`config.mk`:
```
export PLATFORM = sky130hd
export DESIGN_NAME = pmem_burst_adaptor_flat
export DESIGN_NICKNAME = d
export VERILOG_FILES = /design/src/rtl/pmem_burst_adaptor_pkg.sv /design/src/rtl/pmem_burst_adaptor_if.sv /design/src/rtl/pmem_burst_adaptor.sv /design/src/flat_wrapper.sv
export SDC_FILE = /design/constraint.sdc
export NUM_CORES = 1
export LEC_CHECK = 0
export CELL_PAD_IN_SITES_DETAIL_PLACEMENT = 0
export CELL_PAD_IN_SITES_GLOBAL_PLACEMENT = 1
export CORE_AREA = 3 3 276 278
export CTS_CLUSTER_DIAMETER = 80
export CTS_CLUSTER_SIZE = 12
export DETAILED_ROUTE_END_ITERATION = 10
export DIE_AREA = 0 0 279 281
export HOLD_SLACK_MARGIN = 0.08
export PLACE_DENSITY_LB_ADDON = 0.1
export SETUP_SLACK_MARGIN = 0.02
export SLEW_MARGIN = 10
export SYNTH_ARGS = -nofsm -noshare
export SYNTH_HDL_FRONTEND = slang
export SYNTH_SLANG_ARGS = --single-unit
```
`constraint.sdc`:
```
create_clock -name clk -period 34 [get_ports clk]
set_input_delay 6.8 -clock clk [delete_from_list [all_inputs] [get_ports clk]]
set_output_delay 6.8 -clock clk [all_outputs]
set_load 0.01 [all_outputs]
```
`src/rtl/pmem_burst_adaptor_pkg.sv`:
```
// Shared widths and FSM state type for the cacheline-to-burst memory adaptor.
// A cacheline is moved as BEATS consecutive BURST_W-bit memory beats.
package pmem_burst_adaptor_pkg;

   localparam int LINE_W   = 256;
   localparam int BURST_W  = 64;
   localparam int BEATS    = LINE_W / BURST_W;
   localparam int ADDR_W   = 32;
   localparam int OFFSET_W = $clog2(LINE_W / 8);
   localparam int CNT_W    = $clog2(BEATS);

   typedef enum logic [1:0] {
      S_IDLE  = 2'd0,
      S_READ  = 2'd1,
      S_WRITE = 2'd2,
      S_RESP  = 2'd3
   } pmem_burst_state_t;

   // Clear the byte-offset bits so bursts always start on a line boundary.
   function automatic logic [ADDR_W-1:0] line_align(input logic [ADDR_W-1:0] addr);
      logic [ADDR_W-1:0] mask;
      mask = {{(ADDR_W - OFFSET_W){1'b1}}, {OFFSET_W{1'b0}}};
      return addr & mask;
   endfunction

endpackage

```
`src/rtl/pmem_burst_adaptor_if.sv`:
```
// Cache-side line request/response and memory-side burst signals.
// slave = the adaptor's view; master = the cache plus memory surrounding it.
interface pmem_burst_adaptor_if;
   import pmem_burst_adaptor_pkg::*;

   logic                pmem_read;
   logic                pmem_write;
   logic [ADDR_W-1:0]   pmem_address;
   logic [LINE_W-1:0]   pmem_wdata;
   logic [LINE_W-1:0]   pmem_rdata;
   logic                pmem_resp;

   logic                mem_read;
   logic                mem_write;
   logic [ADDR_W-1:0]   mem_address;
   logic [BURST_W-1:0]  mem_wdata;
   logic [BURST_W-1:0]  mem_rdata;
   logic                mem_resp;

   modport slave (
      input  pmem_read, pmem_write, pmem_address, pmem_wdata,
      input  mem_rdata, mem_resp,
      output pmem_rdata, pmem_resp,
      output mem_read, mem_write, mem_address, mem_wdata
   );

   modport master (
      output pmem_read, pmem_write, pmem_address, pmem_wdata,
      output mem_rdata, mem_resp,
      input  pmem_rdata, pmem_resp,
      input  mem_read, mem_write, mem_address, mem_wdata
   );

endinterface

```
`src/rtl/pmem_burst_adaptor.sv`:
```
// Turns a whole-cacheline read/write request into a BEATS-long memory burst
// and answers the cache with a single-cycle pmem_resp.
//
//   state   | meaning
//   --------+-----------------------------------------------------------
//   S_IDLE  | waiting for pmem_write / pmem_read (write wins)
//   S_READ  | mem_read high; each mem_resp stores one beat into the line
//   S_WRITE | mem_write high; each mem_resp retires one latched beat
//   S_RESP  | pmem_resp high for one cycle, then back to S_IDLE
module pmem_burst_adaptor
   import pmem_burst_adaptor_pkg::*;
(
   input  logic                  clk,
   input  logic                  rst,
   pmem_burst_adaptor_if.slave   bus
);

   pmem_burst_state_t   state_q;
   logic [CNT_W-1:0]    count_q;
   logic [CNT_W-1:0]    count_d;
   logic                beat_last;
   logic [ADDR_W-1:0]   addr_q;
   logic [LINE_W-1:0]   wdata_q;
   logic [LINE_W-1:0]   rdata_q;
   logic                mem_read_q;
   logic                mem_write_q;
   logic                pmem_resp_q;

   // Wraps to zero naturally on the last beat, ready for the next request.
   assign count_d   = count_q + 1'b1;
   assign beat_last = (count_q == CNT_W'(BEATS - 1));

   always_ff @(posedge clk or posedge rst) begin
      if (rst) begin
         state_q     <= S_IDLE;
         count_q     <= '0;
         addr_q      <= '0;
         wdata_q     <= '0;
         rdata_q     <= '0;
         mem_read_q  <= 1'b0;
         mem_write_q <= 1'b0;
         pmem_resp_q <= 1'b0;
      end else begin
         case (state_q)
            S_IDLE: begin
               if (bus.pmem_write) begin
                  addr_q      <= line_align(bus.pmem_address);
                  wdata_q     <= bus.pmem_wdata;
                  count_q     <= '0;
                  mem_write_q <= 1'b1;
                  state_q     <= S_WRITE;
               end else if (bus.pmem_read) begin
                  addr_q      <= line_align(bus.pmem_address);
                  count_q     <= '0;
                  mem_read_q  <= 1'b1;
                  state_q     <= S_READ;
               end
            end

            S_READ: begin
               if (bus.mem_resp) begin
                  rdata_q[count_q*BURST_W +: BURST_W] <= bus.mem_rdata;
                  count_q <= count_d;
                  if (beat_last) begin
                     mem_read_q  <= 1'b0;
                     pmem_resp_q <= 1'b1;
                     state_q     <= S_RESP;
                  end
               end
            end

            S_WRITE: begin
               if (bus.mem_resp) begin
                  count_q <= count_d;
                  if (beat_last) begin
                     mem_write_q <= 1'b0;
                     pmem_resp_q <= 1'b1;
                     state_q     <= S_RESP;
                  end
               end
            end

            S_RESP: begin
               pmem_resp_q <= 1'b0;
               state_q     <= S_IDLE;
            end

            default: begin
               mem_read_q  <= 1'b0;
               mem_write_q <= 1'b0;
               pmem_resp_q <= 1'b0;
               state_q     <= S_IDLE;
            end
         endcase
      end
   end

   assign bus.mem_read    = mem_read_q;
   assign bus.mem_write   = mem_write_q;
   assign bus.mem_address = addr_q;
   assign bus.mem_wdata   = wdata_q[count_q*BURST_W +: BURST_W];
   assign bus.pmem_rdata  = rdata_q;
   assign bus.pmem_resp   = pmem_resp_q;

endmodule
```
`src/flat_wrapper.sv`:
```
// flat-port wrapper written by rule: the top's interface ports become plain ports
module pmem_burst_adaptor_flat import pmem_burst_adaptor_pkg::*;
  (clk, rst, bus_pmem_read, bus_pmem_write, bus_pmem_address, bus_pmem_wdata, bus_mem_rdata, bus_mem_resp, bus_pmem_rdata, bus_pmem_resp, bus_mem_read, bus_mem_write, bus_mem_address, bus_mem_wdata);
  pmem_burst_adaptor_if bus_i ();
  input  logic clk;
  input  logic rst;
  input wire logic [$bits(bus_i.pmem_read)-1:0] bus_pmem_read;
  input wire logic [$bits(bus_i.pmem_write)-1:0] bus_pmem_write;
  input wire logic [$bits(bus_i.pmem_address)-1:0] bus_pmem_address;
  input wire logic [$bits(bus_i.pmem_wdata)-1:0] bus_pmem_wdata;
  input wire logic [$bits(bus_i.mem_rdata)-1:0] bus_mem_rdata;
  input wire logic [$bits(bus_i.mem_resp)-1:0] bus_mem_resp;
  output wire logic [$bits(bus_i.pmem_rdata)-1:0] bus_pmem_rdata;
  output wire logic [$bits(bus_i.pmem_resp)-1:0] bus_pmem_resp;
  output wire logic [$bits(bus_i.mem_read)-1:0] bus_mem_read;
  output wire logic [$bits(bus_i.mem_write)-1:0] bus_mem_write;
  output wire logic [$bits(bus_i.mem_address)-1:0] bus_mem_address;
  output wire logic [$bits(bus_i.mem_wdata)-1:0] bus_mem_wdata;
  assign bus_i.pmem_read = bus_pmem_read;
  assign bus_i.pmem_write = bus_pmem_write;
  assign bus_i.pmem_address = bus_pmem_address;
  assign bus_i.pmem_wdata = bus_pmem_wdata;
  assign bus_i.mem_rdata = bus_mem_rdata;
  assign bus_i.mem_resp = bus_mem_resp;
  assign bus_pmem_rdata = bus_i.pmem_rdata;
  assign bus_pmem_resp = bus_i.pmem_resp;
  assign bus_mem_read = bus_i.mem_read;
  assign bus_mem_write = bus_i.mem_write;
  assign bus_mem_address = bus_i.mem_address;
  assign bus_mem_wdata = bus_i.mem_wdata;
  pmem_burst_adaptor u_core (.clk(clk), .rst(rst), .bus(bus_i));
endmodule
```
After elaboration in Yosys (flattened, before gate mapping)
Cells that the tools add are included.
Storage, ports and cells
  logic and storage cells: 64
  bits of input ports: 357
  register bits: 551
Cells by class
  reduce and logical (&&, ||, !) cells: 15
  equal/unequal tests: 14
  add/sub/neg operators: 2
  shifts and indexed selects: 3
  muxes and demuxes: 22
Operators with widths (count)
  bitwise mux 256 bit: 1
  variable shift 64 x 34 -> 256 bit (first input constant): 1
  indexed part select 256 x 9 -> 64 bit: 1
  indexed part select 64 x 34 -> 256 bit: 1
  2-to-1 mux 32 bit: 2
  negation 8 -> 34 bit: 1
  2-to-1 mux 2 bit: 7
  inequality test 2 bit (second input constant): 5
  nonzero test 2 bit: 5
  AND reduction 3 bit: 3
  inequality test 2 x 1 -> 1 bit (second input constant): 4
  2-to-1 mux 1 bit: 7
  == test 2 bit (second input constant): 3
  one-hot mux 1 bit (2 select lines): 3
  one-hot mux 2 bit (3 select lines): 1
  AND reduction 2 bit: 3
  AND reduction 5 bit: 1
  one-hot mux 2 bit (2 select lines): 1
  AND reduction 4 bit: 1
  inequality test 3 bit (second input constant): 1
  adder 2 x 1 -> 2 bit (second input constant): 1
  == test 2 x 1 -> 1 bit (second input constant): 1
  logical NOT 2 bit: 1
  OR reduction 2 bit: 1

Longest topological paths before layout
Gate-level depths: netlist (run 1).
  depth in word-level cells: 4
  gate-level depth with buffers: 8
  depth with buffers taken out: 5

Worst setup path before layout (run 1)
Ideal clock, no wire load.
  path kind: reg-to-output
  from: register u_core.count_q[0]
  to: output bus_mem_wdata[35]
  required time: 27.200 ns
  buffers on the path: 3
  stages on the path, launching flop included: 5
  path slack: 25.578 ns
  arrival: 1.622 ns
  cell sequence: dfrtp_1 buf_2 buf_4 buf_2 mux4_2
Between the ends
  cells in the longest elaborated chain, start to end: 1
RTL lines
  from (decl): line pmem_burst_adaptor.sv:19  | logic [CNT_W-1:0] count_q;
  from (signal assigned): line pmem_burst_adaptor.sv:63  | count_q <= count_d;
  from (signal assigned): line pmem_burst_adaptor.sv:74  | count_q <= count_d;
  indexed part select 256 x 9 -> 64 bit: line pmem_burst_adaptor.sv:101  | assign bus.mem_wdata = wdata_q[count_q*BURST_W +: BURST_W];
  to (decl): line flat_wrapper.sv:18  | output wire logic [$bits(bus_i.mem_wdata)-1:0] bus_mem_wdata;
Every way passes these cells.

Worst setup path in the final report (run 1)
  from: register u_core.count_q[0]
  to: output bus_mem_wdata[16]
The elaborated chain is that of the path after synthesis.

==> results of run 1 <==
==> logic make-up (layout without fill, tap and decap cells) <==
group	after synthesis	count (layout)	share of synthesized area (%)
AOI/OAI and AO/OA	270	270	8.96
adders and majority gates	13	13	0.740
buffers and inverters	122	791	2.67
DFF	546	546	62.2
muxes	350	350	21.2
other	1	17	0.0171
and+or+nand+nor	225	225	4.21
==> power groups by stage <==
stage	combinational, mW	sequential [mW]	clock [mW]
6_report	1.02	1.03	0.527
5_1_grt	1.09	1.06	0.576
4_1_cts	1.04	1.03	0.550
3_5_place_dp	1.04	1.04	0
3_3_place_gp	1.03	1.03	0
2_1_floorplan	0.535	1.02	0
==> stage by stage <==
stage | setup WS (ns) | util [%] | total power, mW | cell area, µm²
after global routing | 23.31 | 42.2 | 2.73 | 31300
final | 23.63 | 42.3 | 2.57 | 31400
after floorplan | 11.94 | - | 1.56 | 22000
after global placement | 23.65 | 40.4 | 2.06 | 29900
after detailed placement | 23.62 | 40.4 | 2.08 | 29900
after CTS | 23.41 | 42.2 | 2.62 | 31300
==> layout make-up <==
type	instances	area, µm²	area share [%]
antenna	12	30.0	0.0958
clock buffer	56	1350	4.30
clock inverter	4	35.0	0.112
inverter	6	30.0	0.0958
multi-input combinational	863	7840	25.0
sequential	546	13700	43.6
tap	969	1210	3.87
timing repair buffer	725	7200	22.9
==> sequential cells by signal, indices dropped and copies added (netlist names) <==
name                    flops
u_core.bus.mem_address     27
u_core.count_q              2
u_core.bus.pmem_rdata     256
u_core.bus.pmem_resp        1
u_core.wdata_q            256
u_core.bus.mem_read         1
u_core.state_q              2
u_core.bus.mem_write        1
==> path summary, 6_finish.rpt <==
| check | startpoint | end | slack, ns | cells past startpoint |
|---|---|---|---|---|
| max in group asynchronous | rst | u_core.wdata_q[136]$_DFFE_PP0P_ | 24.68 | 4 |
| hold / removal | u_core.bus.pmem_rdata[217]$_DFFE_PP0P_ | u_core.bus.pmem_rdata[217]$_DFFE_PP0P_ | 0.48 | 2 |
| setup reg to reg | u_core.count_q[0]$_DFFE_PP0P_ | u_core.bus.pmem_rdata[9]$_DFFE_PP0P_ | 30.06 | 6 |
| setup / recovery | u_core.count_q[0]$_DFFE_PP0P_ | bus_mem_wdata[16] | 23.63 | 3 |
| min in group asynchronous | rst | u_core.wdata_q[60]$_DFFE_PP0P_ | 6.80 | 2 |
| hold reg to reg | u_core.bus.pmem_rdata[217]$_DFFE_PP0P_ | u_core.bus.pmem_rdata[217]$_DFFE_PP0P_ | 0.48 | 2 |
==> cells in the mapped netlist (all sizes together) <==
| cell | count |
|---|---|
| a21boi | 1 |
| a22o | 158 |
| buf | 68 |
| clkbuf | 48 |
| conb | 1 |
| dfrtp | 546 |
| ha | 13 |
| inv | 6 |
| mux2 | 286 |
| mux4 | 64 |
| nand2 | 204 |
| nand2b | 7 |
| nand3 | 5 |
| nand4 | 1 |
| nor2 | 1 |
| nor3 | 1 |
| nor3b | 1 |
| nor4 | 2 |
| nor4b | 2 |
| nor4bb | 1 |
| o2111ai | 1 |
| o211ai | 1 |
| o21ai | 104 |
| o22ai | 2 |
| o2bb2ai | 2 |
| o31ai | 1 |
==> critical path, stage by stage (launching register included) <==
cell and delay (ns):
dfrtp_4 0.95, buf_4 0.74, mux4_2 0.58, clkdlybuf4s50_1 0.63
==> cell usage in the layout (no fill, tap or decap) <==
master / netlist / routed
clkbuf_8: 0 / 1
mux4_2: 64 / 64
nor4_4: 1 / 2
nand2_4: 0 / 1
nor2_1: 1 / 1
nor4b_2: 1 / 1
o22ai_1: 2 / 2
nand2b_1: 7 / 7
inv_8: 0 / 2
nand2_1: 204 / 203
o2bb2ai_1: 2 / 2
nor4bb_4: 0 / 1
nand3_1: 5 / 1
inv_1: 6 / 5
o211ai_1: 1 / 1
dfrtp_1: 546 / 544
nor3b_1: 1 / 1
clkdlybuf4s50_1: 0 / 701
nor3_2: 0 / 1
clkbuf_1: 48 / 2
nand3_4: 0 / 4
o31ai_1: 1 / 1
o21ai_0: 103 / 103
conb_1: 1 / 5
nand4_1: 1 / 1
clkbuf_16: 0 / 53
clkinv_4: 0 / 1
nor4b_4: 0 / 1
buf_4: 6 / 24
a21boi_0: 1 / 1
ha_1: 13 / 13
dfrtp_4: 0 / 2
o21ai_2: 1 / 1
o2111ai_1: 1 / 1
a22o_1: 158 / 158
diode_2: 0 / 12
clkinvlp_4: 0 / 2
mux2_2: 286 / 286
==> metal layers <==
metal  vias up  share of wire [%]
met1      7721                 38
met3       108                8.1
li1       6827                  -
met2       468                 52
met4        24                2.2
met5         -               0.20
==> out/results.txt, run 1 <==
Status = complete, no violations
CTS sink count = 546
Clock slew at reported path FFs = 0.06 ns
Worst EP required = 27.20 ns
CTS Buffer Depth = 3
Post-DP HPWL = 55,500 µm
CTS Hold Bufs = 0
Drt via density = 4.76
Internal = 1.78 mW
VDD IR max = 0.0454 mV
Number of CTS-inserted buffers = 53
DR iter-0 viols = 652
Final nets = 2,565
Unrepaired setup endpoints after global routing = false
Top cell type's share of synthesized area = 62.2%
Grt peak-use layer = met2
Antenna Nets Post-Route = 0
Yosys reg bits = 546
Min-Delay Path Class = register to register
Die X = 279 µm
Routed WL = 77,700 µm
Pins over their slew limit = 0
Placed instance count = 3,109
GR Layer Usage met1 = 22.4%
Layout area overhead = 42.7%
Setup TNS = 0 ns
Part of the power in registers = 40.0%
Post-synthesis sequential area ratio = 62.2%
GRT Residual Overflow = 0
Fin. Hold Viols = 0
Clock Skew = 0.0190 ns
Cell variety after synth = 32
Max FO, Critical Path = 41
Maximum clock rate = 96.4 MHz
Final RePlAce weighted congestion = 0.798
First-pass GRT wire length = 114,000 µm
Area leader, netlist = dfrtp_1
Rel. slew slack = 26.1%
Yosys Warn Count = 0
Clk_lat worst skew = 0.60 ns
Total GRT Usage = 19.4%
Clk pwr share = 20.5%
Vias in the first global route = 16,400
FP Rows = 100
Largest cells by area after synthesis = dfrtp_1 (62%), mux2_2 (15%), mux4_2 (6.6%)
Die ar. = 78,400 µm²
Final non-filler cell total = 3,181
WL/cell = 24.4 µm
Post-Synthesis Cell Area = 22,000 µm²
CTS tree = done
Slew @ Worst Pin = 1.11 ns
Filler Cells Inserted = 6,979
Max Cap Viol = 0
Largest net degree at the start of global routing = 120
GRT met3 Usage = 7.03%
GRT met2 Usage = 34.4%
Hold WS = 0.479 ns
NetSw = 0.793 mW
H-tree depth = 2
Sw frac = 30.8%
Final Setup Violations = 0
Post-route DRC violation count = 0
First drt pass iteration count = 4
Via count = 15,100
# Post-CTS Setup Buffers = 0
I/O Pins = 712
Initial Util = 29.6%
Pwr Density = 82.0 nW/µm²
Mapped Cells = 1,527
CP startpoint kind = register
Resized cells post-CTS = 0
Combinational Power Share = 39.5%
Syn Area/Cell = 14.4 µm²
Buffers on Ports = 701
Worst Path Arrival = 3.57 ns
Fin crit period = 10.37 ns
Core area = 74,200 µm²
Final Cycle Share = 30.5%
Leakage dissipation = 12.9 nW
Share of cells above drive strength 1 = 20.3%
DIE HEIGHT = 281 µm
WS Path Type = register to output port
Setup crit end kind = output port
Root buffer cell = clkbuf_16
Antenna violations before repair = 24
(Power assumes the default switching activity.)
==> inputs of run 2 (changes only) <==
- CORE_AREA: 3 3 276 278 -> 3 3 278 280
- DIE_AREA: 0 0 279 281 -> 0 0 281 283
- clock period: 34 -> 9.3 ns (I/O delays scaled with it)
==> out/results.txt, run 2 (synthesis gave the netlist of run 1 again) <==
Status = complete, no violations
Worst Path Arrival = 3.54 ns
Max FO, Critical Path = 44
Most frequent cells in the layout = clkdlybuf4s50_1 (701), dfrtp_1 (544), mux2_2 (286), nand2_1 (203), a22o_1 (158)
FF-to-FF Start = u_core.count_q[0]$_DFFE_PP0P_
Clk_lat worst skew = 0.59 ns
FP Rows = 100
Post-route DRC violation count = 0
CP startpoint kind = register
Cell area after placement = 30,000 µm²
Largest net degree at the start of global routing = 174
Setup TNS = 0 ns
Maximum clock rate = 185 MHz
Post-route cell area = 31,600 µm²
GRT Residual Overflow = 0
WL/cell = 24.3 µm
Worst-case reg-to-reg path depth = 6
H-tree depth = 2
Worst Hold End = u_core.bus.pmem_rdata[246]$_DFFE_PP0P_
Max Cap Viol = 0
Core Util, Final = 42.2%
Drt via density = 4.79
CTS Buffer Depth = 3
Final RePlAce weighted congestion = 0.788
Antenna violations before repair = 22
Total GRT Usage = 19.2%
Buffers on Ports = 701
Fin. Hold Viols = 0
Critical R2R Capture = u_core.bus.pmem_rdata[31]$_DFFE_PP0P_
Core area = 74,700 µm²
Final Setup Violations = 0
Clock Skew = 0.0169 ns
Initial Util = 29.4%
Min-Delay Path Class = register to register
CTS Hold Bufs = 0
# Post-CTS Setup Buffers = 0
Root buffer cell = clkbuf_16
First-pass GRT wire length = 114,000 µm
Leakage dissipation = 13.0 nW
Slew @ Worst Pin = 1.10 ns
Post-DP HPWL = 54,600 µm
Vias in the first global route = 16,500
DIE HEIGHT = 283 µm
Resized cells post-CTS = 0
Worst EP required = 7.44 ns
Final Cycle Share = 58.0%
CTS sink count = 546
Routed WL = 77,600 µm
I/O Pins = 712
Final nets = 2,563
Pwr Density = 303 nW/µm²
CTS tree = done
WS Path Type = register to output port
Hold depth = 2
Clock slew at reported path FFs = 0.05 ns
Fin crit period = 5.40 ns
Number of CTS-inserted buffers = 54
First drt pass iteration count = 4
Die ar. = 79,500 µm²
Rel. slew slack = 26.9%
Most common cell after layout, fill and taps aside = clkdlybuf4s50_1
DR iter-0 viols = 712
Antenna Nets Post-Route = 0
Die X = 281 µm
Min-delay src = u_core.bus.pmem_rdata[246]$_DFFE_PP0P_
Pins over their slew limit = 0
Via count = 15,300
Unrepaired setup endpoints after global routing = false
Layout area overhead = 43.6%
VDD IR max = 0.151 mV
Reg2reg setup slack = 5.40 ns
Setup crit end kind = output port
Share of cells above drive strength 1 = 20.5%
==> run 2: where the power goes <==
group / leakage [nW] / total, mW / internal, mW / switching [mW]
Sequential: 6.96 / 3.76 / 3.25 / 0.518
Combinational: 5.29 / 3.71 / 2.24 / 1.47
Clock: 0.762 / 2.08 / 1.15 / 0.928
Total: 13.0 / 9.56 / 6.64 / 2.92
==> run 2: layout make-up <==
type	count	area (µm²)
Inverter	6	26.3
Antenna cell	16	40.0
Fill cell	6986	43100
Sequential cell	546	13700
Tap cell	969	1210
Clock buffer	60	1460
Timing Repair Buffer	722	7210
Multi-Input combinational cell	863	7840
Clock inverter	6	96.3
==> run 2: metal layers <==
metal / GRT usage, % / vias to the layer above / part of all wire, %
met5: 0 / - / 0.20
met4: 4.19 / 22 / 1.8
met3: 6.76 / 109 / 8.2
met2: 34.5 / 458 / 52
met1: 21.7 / 7878 / 38
li1: - / 6818 / -
==> run 2: worst max-delay path by stage <==
stage | from | to | slack, ns | depth (start not counted)
after floorplan | rst | u_core.bus.mem_address[10]$_DFFE_PP0P_ | 0.01 | 1
after global placement | bus_mem_resp | u_core.bus.pmem_rdata[2]$_DFFE_PP0P_ | 4.14 | 5
after detailed placement | bus_mem_resp | u_core.bus.pmem_rdata[62]$_DFFE_PP0P_ | 4.12 | 5
after CTS | u_core.count_q[0]$_DFFE_PP0P_ | bus_mem_wdata[1] | 3.68 | 3
after global routing | u_core.count_q[0]$_DFFE_PP0P_ | bus_mem_wdata[1] | 3.58 | 3
final | u_core.count_q[0]$_DFFE_PP0P_ | bus_mem_wdata[1] | 3.90 | 3
==> run 2: critical path, cell delays in order (launching register included) <==
cell             delay [ns]
dfrtp_4                1.02
buf_4                  0.71
mux4_2                 0.58
clkdlybuf4s50_1        0.59
==> run 2: per-stage QoR <==
| stage | setup WS (ns) | hold slack, ns | instances | power [mW] |
|---|---|---|---|---|
| final | 3.90 | 0.480 | 3188 | 9.56 |
| after floorplan | 0.0121 | 0.474 | 1531 | 5.70 |
| after global placement | 4.14 | 0.465 | 3106 | 7.51 |
| after CTS | 3.68 | 0.484 | 3172 | 9.74 |
| after detailed placement | 4.12 | 0.469 | 3106 | 7.59 |
| after global routing | 3.58 | 0.501 | 3175 | 10.1 |
==> inputs of run 3 (changes only) <==
- CORE_AREA: 3 3 278 280 -> 3 3 279 281
- DIE_AREA: 0 0 281 283 -> 0 0 282 284
- clock period: 9.3 -> 5.3 ns (I/O delays scaled with it)
==> out/results.txt, run 3 (synthesis gave the netlist of run 1 again) <==
DR WL met2 = 39,600 µm
Placed instance count = 3,125
GRT Residual Overflow = 0
Min-delay src = u_core.bus.pmem_rdata[82]$_DFFE_PP0P_
Part of the power in registers = 39.5%
DR iter-0 viols = 662
Worst EP required = 4.24 ns
Final nets = 2,573
Combinational Power Share = 39.2%
Pins over their slew limit = 0
Maximum clock rate = 238 MHz
CP cell instances = buf_4, mux4_2, clkdlybuf4s50_1
# Post-CTS Setup Buffers = 0
Die ar. = 80,100 µm²
Antenna Nets Post-Route = 0
NetSw = 5.12 mW
FF-to-FF Start = u_core.count_q[0]$_DFFE_PP0P_
Via count = 15,300
CP startpoint kind = register
I/O Pins = 712
Clk_lat worst skew = 0.60 ns
Fin crit period = 4.20 ns
Filler Cells Inserted = 7,075
CTS Buffer Depth = 3
Buffers on Ports = 701
Setup crit end kind = output port
CTS tree = done
Post-route DRC violation count = 0
WS Path Type = register to output port
First drt pass iteration count = 4
Cell area after placement = 30,100 µm²
Most frequent cells in the layout = clkdlybuf4s50_1 (701), dfrtp_1 (544), mux2_2 (286), nand2_1 (203), a22o_1 (158)
Final Cycle Share = 79.3%
Root buffer cell = clkbuf_16
Total GRT Usage = 18.9%
Leakage dissipation = 13.0 nW
Final Setup Violations = 0
Rel. slew slack = 22.3%
Max Cap Viol = 0
Clock Skew = 0.0115 ns
Initial Util = 29.0%
Core area = 75,700 µm²
Register area = 13,700 µm²
Resized cells post-CTS = 0
Clk pwr share = 21.3%
Status = complete, no violations
CTS sink count = 546
Clock slew at reported path FFs = 0.06 ns
Slowest Stage Delay on Critical Path = 0.93 ns
Max Used Layer = met5
Most common cell after layout, fill and taps aside = clkdlybuf4s50_1
Layout area overhead = 43.9%
Min-Delay Path Class = register to register
Antenna violations before repair = 28
FP Rows = 101
WL/cell = 24.0 µm
Sw frac = 30.7%
Worst path slowest cell = dfrtp_4
H-tree depth = 2
First-pass GRT wire length = 113,000 µm
Drt via density = 4.76
Worst Path Arrival = 3.14 ns
Fin. Hold Viols = 0
Slew @ Worst Pin = 1.16 ns
Die X = 282 µm
CTS Hold Bufs = 0
Final RePlAce weighted congestion = 0.782
Vias in the first global route = 16,400
Max FO, Critical Path = 37
Largest net degree at the start of global routing = 119
Routed wl met3 = 6420 µm
Pwr Density = 528 nW/µm²
Post-DP HPWL = 55,500 µm
Post-route cell area = 31,600 µm²
Internal = 11.6 mW
VDD IR max = 0.272 mV
Routed WL = 77,000 µm
DIE HEIGHT = 284 µm
Number of CTS-inserted buffers = 54
Crit path from = u_core.count_q[0]$_DFFE_PP0P_
Final non-filler cell total = 3,204
Share of cells above drive strength 1 = 20.8%
Area of the multi-input gates = 7820 µm²
Met1 wire length = 29,600 µm
Unrepaired setup endpoints after global routing = false
-- run 3: metrics by stage --
| step | setup TNS, ns | hold slack, ns | setup WS [ns] | util (%) | total power, mW |
|---|---|---|---|---|---|
| finish | 0 | 0.478 | 1.10 | 41.8 | 16.7 |
| global placement | 0 | 0.463 | 1.60 | 39.7 | 13.2 |
| floorplan | -1740.59 | 0.474 | -3.19 | - | 10.0 |
| detailed placement | 0 | 0.469 | 1.55 | 39.7 | 13.3 |
| global route | 0 | 0.500 | 0.859 | 41.7 | 17.7 |
| CTS | 0 | 0.483 | 0.923 | 41.7 | 17.0 |
-- run 3: final timing paths --
kind	to	slack, ns	depth (start not counted)
worst max-delay path	bus_mem_wdata[16]	1.10	3
worst min-delay path	u_core.bus.pmem_rdata[82]$_DFFE_PP0P_	0.48	2
worst max register to register	u_core.bus.pmem_rdata[136]$_DFFE_PP0P_	1.98	6
worst min register to register	u_core.bus.pmem_rdata[82]$_DFFE_PP0P_	0.48	2
max in group asynchronous	u_core.wdata_q[239]$_DFFE_PP0P_	3.13	4
min in group asynchronous	u_core.bus.pmem_rdata[243]$_DFFE_PP0P_	0.91	2
-- run 3: final cells by class --
cell class	instances	share of cell area, %
tap	978	3.87
multi-input combinational	863	24.7
timing repair buffer	732	23.2
sequential	546	43.2
inverter	6	0.0831
antenna	14	0.111
clock inverter	5	0.158
clock buffer	60	4.58
-- run 3: power by group through the flow --
stage	clock network [mW]	logic, mW	registers [mW]
final	3.55	6.55	6.60
after CTS	3.72	6.70	6.62
after detailed placement	0	6.66	6.68
after global placement	0	6.61	6.60
after floorplan	0	3.43	6.57
after global routing	3.87	7.02	6.80
-- run 3: critical path: cells and delay by family, from the launching register on --
family / cells / cell delay, ns
DFF: 1 / 0.93
buffers and inverters: 2 / 1.05
muxes: 1 / 0.55
-- run 3: layer usage --
metal,track usage [%],up-vias
li1,-,6838
met1,22.1,7824
met2,33.1,472
met3,6.74,99
met5,0,-
met4,4.20,28
